[config.mk]
export PLATFORM = sky130hd
export DESIGN_NAME = pipe_hazard_ctrl
export DESIGN_NICKNAME = d
export VERILOG_FILES = /design/src/rtl/pipe_hazard_ctrl.sv
export SDC_FILE = /design/constraint.sdc
export NUM_CORES = 1
export LEC_CHECK = 0
export CORE_UTILIZATION = 43
export DETAILED_ROUTE_END_ITERATION = 10
export PLACE_DENSITY = 0.77
export SLEW_MARGIN = 20
export SYNTH_ARGS = -nofsm -noshare
export SYNTH_HDL_FRONTEND = slang
export SYNTH_SLANG_ARGS = --single-unit
[constraint.sdc]
create_clock -name clk -period 1.9 [get_ports clk]
set_input_delay 0.285 -clock clk [delete_from_list [all_inputs] [get_ports clk]]
set_output_delay 0.285 -clock clk [all_outputs]
set_load 0.005 [all_outputs]
[src/rtl/pipe_hazard_ctrl.sv]
// ---------------------------------------------------------------------------
// pipe_hazard_ctrl
//
// Pipeline sequencing controller for the 5-stage ARM core. Sits beside the ID
// stage and produces the freeze/flush controls for the PC and the pipeline
// registers:
//   - data hazard : freeze PC and IF/ID, bubble into ID/EX (hazard_stall)
//   - taken branch: flush IF/ID and ID/EX (if_flush, id_flush)
//   - memory wait : freeze the whole pipe while a multi-cycle load/store
//                   occupies the MEM stage (mem_freeze)
// It also keeps a saturating count of stalled cycles for performance analysis.
//
// Parameters
//   MEM_LAT      cycles a load/store occupies MEM (1..15, 1 = no freeze)
//   CNT_W        width of the stall statistics counter
//
// Ports
//   clk          rising-edge clock
//   rst          asynchronous reset, active-low
//   src1         Rn index of the ID instruction
//   src2         Rm/Rd index of the ID instruction
//   two_src      ID instruction reads src2
//   src_valid    ID instruction reads src1
//   exe_dest     destination register of the EXE instruction
//   exe_wb_en    EXE instruction writes back
//   exe_mem_r_en EXE instruction is a load
//   mem_dest     destination register of the MEM instruction
//   mem_wb_en    MEM instruction writes back
//   mem_req      MEM instruction is a load or store
//   branch_taken branch resolved taken in EXE
//   fwd_en       forwarding unit enabled
//   clr_stats    synchronous clear of stall_count
//   hazard_stall freeze PC and IF/ID, bubble ID/EX
//   if_flush     flush IF/ID
//   id_flush     flush ID/EX
//   mem_freeze   freeze all pipeline registers and PC
//   mem_busy     memory FSM is in the busy state (registered)
//   stall_count  saturating count of cycles with hazard_stall or mem_freeze
// ---------------------------------------------------------------------------
module pipe_hazard_ctrl #(
    parameter int unsigned MEM_LAT = 3,
    parameter int unsigned CNT_W   = 16
) (
    input  logic             clk,
    input  logic             rst,
    input  logic [3:0]       src1,
    input  logic [3:0]       src2,
    input  logic             two_src,
    input  logic             src_valid,
    input  logic [3:0]       exe_dest,
    input  logic             exe_wb_en,
    input  logic             exe_mem_r_en,
    input  logic [3:0]       mem_dest,
    input  logic             mem_wb_en,
    input  logic             mem_req,
    input  logic             branch_taken,
    input  logic             fwd_en,
    input  logic             clr_stats,
    output logic             hazard_stall,
    output logic             if_flush,
    output logic             id_flush,
    output logic             mem_freeze,
    output logic             mem_busy,
    output logic [CNT_W-1:0] stall_count
);

    // A latency of 1 means the access completes in a single MEM cycle.
    localparam bit         MemWaitOn = (MEM_LAT > 1);
    // The IDLE cycle itself is the first freeze cycle, so the busy state only
    // has to cover MEM_LAT-2 more freeze cycles plus one release cycle.
    localparam logic [3:0] WaitInit  = MemWaitOn ? 4'(MEM_LAT - 2) : 4'd0;

    typedef enum logic [0:0] {
        StIdle,
        StBusy
    } state_e;

    state_e           state_q, state_d;
    logic [3:0]       wait_q, wait_d;
    logic [CNT_W-1:0] count_q, count_d;

    // -----------------------------------------------------------------------
    // RAW hazard detection
    // -----------------------------------------------------------------------
    logic s1_exe, s2_exe, s1_mem, s2_mem;
    logic raw;

    always_comb begin
        s1_exe = src_valid & (src1 == exe_dest);
        s2_exe = two_src   & (src2 == exe_dest);
        s1_mem = src_valid & (src1 == mem_dest);
        s2_mem = two_src   & (src2 == mem_dest);
        raw    = 1'b0;
        if (fwd_en) begin
            // Forwarding covers everything except a load result still in EXE.
            raw = exe_mem_r_en & (s1_exe | s2_exe);
        end else begin
            raw = (exe_wb_en & (s1_exe | s2_exe)) | (mem_wb_en & (s1_mem | s2_mem));
        end
    end

    // -----------------------------------------------------------------------
    // Memory-wait FSM: next state and freeze
    // -----------------------------------------------------------------------
    logic freeze_int;

    always_comb begin
        state_d    = state_q;
        wait_d     = wait_q;
        freeze_int = 1'b0;
        unique case (state_q)
            StIdle: begin
                if (MemWaitOn && mem_req) begin
                    freeze_int = 1'b1;
                    state_d    = StBusy;
                    wait_d     = WaitInit;
                end
            end
            StBusy: begin
                if (wait_q != 4'd0) begin
                    freeze_int = 1'b1;
                    wait_d     = wait_q - 4'd1;
                end else begin
                    // Release cycle: the pipe advances at this edge, so a
                    // following load/store is seen in IDLE with no gap.
                    state_d = StIdle;
                end
            end
            default: begin
                state_d = StIdle;
                wait_d  = 4'd0;
            end
        endcase
    end

    // -----------------------------------------------------------------------
    // Priority resolution
    // -----------------------------------------------------------------------
    // A frozen pipe holds its stage contents, so stalls and flushes are
    // simply deferred until the freeze drops. A taken branch flushes the
    // instruction that would otherwise stall, so the stall is dropped.
    logic hazard_int, flush_int;

    always_comb begin
        hazard_int = raw & ~branch_taken & ~freeze_int;
        flush_int  = branch_taken & ~freeze_int;
    end

    // All combinational controls are held low while reset is asserted.
    always_comb begin
        hazard_stall = rst & hazard_int;
        if_flush     = rst & flush_int;
        id_flush     = rst & flush_int;
        mem_freeze   = rst & freeze_int;
    end

    // -----------------------------------------------------------------------
    // Stall statistics counter
    // -----------------------------------------------------------------------
    // The ungated terms are used here; the register is held in reset anyway.
    always_comb begin
        count_d = count_q;
        if (clr_stats) begin
            count_d = '0;
        end else if ((hazard_int | freeze_int) && (count_q != '1)) begin
            count_d = count_q + CNT_W'(1);
        end
    end

    // -----------------------------------------------------------------------
    // State registers
    // -----------------------------------------------------------------------
    always_ff @(posedge clk or negedge rst) begin
        if (!rst) begin
            state_q <= StIdle;
            wait_q  <= 4'd0;
            count_q <= '0;
        end else begin
            state_q <= state_d;
            wait_q  <= wait_d;
            count_q <= count_d;
        end
    end

    always_comb begin
        mem_busy    = (state_q == StBusy);
        stall_count = count_q;
    end

endmodule

==> metrics.txt <==
outcome=finished, violations left; failing checks=negative setup slack; max cap viols=0; CP arrival=between 2 and 2.5 ns; Crit Path Max Fanout=4; cts-stage hold buffer count=0; Rel. slew slack=roughly 80%; Commonest cells post-synth=dfrtp_1, nand2_1, nor2_1; ys flop type=dfrtp_1; HP Class=in2async; footprint of the multi-input gates=~1400 um2; Final Hold Vio Count=0; Synth Area per Inst=approximately 9 um2; fill cell count=210; fraction of layout cells with a size suffix above 1=between 40% and 50%; ANT cells=0; vias in the first global route=1825; DRT iter0 DRCs=70; reg2reg start=stall_count[0]; detailed-route vias per instance=between 5 and 6; period utilization=108%; Cells after Synth=about 180; Post-route DRC=0; largest net degree at the start of global routing=20; Post-Syn Area=about 1600 um2; hpwl dp=3380 um; core area=about 3500 um2; drt total wl=~5600 um; #FFs+latches synth=21; RePlAce Congestion=roughly 0.88; H-tree depth reported by CTS=1; pins over their slew limit=0; Layout Skew=roughly 0.0027 ns; Die H=63.4 um; FF/Latch Area=approximately 530 um2; endpoint class of the critical path=flip-flop; antenna violations before repair=0; first-pass GRT wire length=around 8700 um; Die Span X=~63 um; clock sink count=21; Power Total=about 2000 uW; Setup CP Type=reg2reg; CTS root buffer=clkbuf_8; nets@finish=309; WP data required=2.05 ns; switch share=~37%; GR Util All Layers=between 20 and 30%; CTS buffer count=3; io pins=48; flop-to-flop setup slack=-0.15 ns; final setup vio count=16; Clock transition at path regs=roughly 0.080 ns; WL per Instance=17.1 um; share of the synthesized area in the top cell type=~32%; routed via count=1788; Initial Util=46.7%; internal cell power=~1300 uW; worst-skew pair later-pin latency=about 0.26 ns; leakage=between 0.001 and 0.0015 uW; Logic pwr share=between 50% and 60%; worst hold slack=0.476 ns; number of flops mapped to enable cells by yosys=0; sequential share of power=between 20% and 30%; area leader, netlist=dfrtp_1; Async SR Flop Fraction=100%; FP Rows=21; Worst R2R End=stall_count[8]; placement-stage worst setup slack=-0.696 ns; Port Buf Inserts=47; RSZ-0062 raised after global routing=yes; drt first pass iters=4; startpoint types=flip-flop; P_sw=approximately 740 uW; register area share after synthesis=32.5%; CTS tree=built; top-count cell post-synth=dfrtp_1; worst r2r path cells=7; Synth area leaders=dfrtp_1, xor2_1, mux2_2; fmax=488 MHz; P per Cell Area=about 700 nW/um2; Setup TNS Final=-0.596 ns; Netlist cell types=between 40 and 50; Die ar.=4010 um2; largest buffer count on any clock path=2; net count after synthesis=210; YS warnings=0; Congestion Overflow GR=0; DRT antenna net count=0; Layout area overhead=76.3%; Tmin final=about 2.0 ns; Clk pwr share=15.0%; VDD IR max=between 0.0003 and 0.0004 V; slew of the pin with the lowest slew margin=0.330 ns; Setup WS post-layout=-0.149 ns
sequential cells by signal, indices dropped and copies added, names as in the netlist:
signal / cells
mem_busy: 1
stall_count: 16
wait_q: 4
cell type report:
type,instances,area share [%]
Clock buffer,4,1.58
Inverter,5,0.658
Multi-Input combinational cell,147,47.7
Sequential cell,21,18.4
Tap cell,46,2.02
Timing Repair Buffer,102,29.6
placed cells by master (no fill, tap or decap), drive strengths merged, types with 5 or more instances in the layout:
master         Yosys  layout
nand2             20      20
a21oi              5       5
clkdlybuf4s50      0      22
mux2              14      14
nand3              8       8
nor2b             15      15
inv                5       5
nor2              19      19
xor2              13      13
nand4              5       5
clkbuf             5      14
a211oi             8       8
and3               5       5
buf                3      65
dlygate4sd2        0       5
dfrtp             21      21
per-stage QoR:
step / instances / util (%) / cell area (um2)
4_1_cts: 320 / 77.6 / 2690
3_5_place_dp: 311 / 71.2 / 2470
2_1_floorplan: 181 / - / 1650
6_report: 325 / 82.3 / 2850
5_1_grt: 325 / 82.3 / 2850
3_3_place_gp: 311 / 71.2 / 2470
how the worst max path moves through the flow:
stage	from	endpoint	slack [ns]
CTS	stall_count[0]	stall_count[8]	-0.09
floorplan	stall_count[11]	stall_count[8]	-0.07
global placement	fwd_en	hazard_stall	-0.63
finish	stall_count[0]	stall_count[8]	-0.15
global route	stall_count[0]	stall_count[8]	-0.20
detailed placement	mem_wb_en	stall_count[11]	-0.70
critical path, stage by stage (launching register included):
cell	delay, ns
dfrtp_1	0.41
ha_2	0.20
nand4_1	0.14
buf_6	0.14
nor3_4	0.04
or4b_1	0.49
o21ai_1	0.16
mux2_1	0.34
per-layer routing:
metal | vias up | track usage (%) | routed length, um
li1 | 825 | - | -
met1 | 887 | 35.0 | 2350
met2 | 60 | 47.6 | 2840
met3 | 16 | 3.44 | 184
met4 | 0 | 9.38 | 170
met5 | - | 0 | 0
what timing repair did:
item,4_1_cts,5_1_grt
gates resized for setup,97,54
pin swaps,27,18
setup endpoints to repair,20,20
buffers inserted,5,5
power groups by stage:
stage          registers [uW]  clock network, uW  logic, uW
2_1_floorplan             597                  0        431
3_3_place_gp              568                  0        891
3_5_place_dp              571                  0        907
4_1_cts                   569                297       1020
5_1_grt                   579                314       1240
6_report                  572                300       1130
logic make-up (layout without fill, tap and decap cells):
group / count (synthesis) / after routing / synth area share [%]
adder cells (fa/ha/maj): 2 / 2 / 1.55
AO/OA/AOI/OAI: 24 / 24 / 12.9
buffers and inverters: 13 / 111 / 3.79
XOR/XNOR: 17 / 17 / 9.20
AND/OR/NAND/NOR: 88 / 88 / 29.1
flip-flops: 21 / 21 / 32.5
multiplexers: 16 / 16 / 11.0
Power figures use the tool's default switching activity.
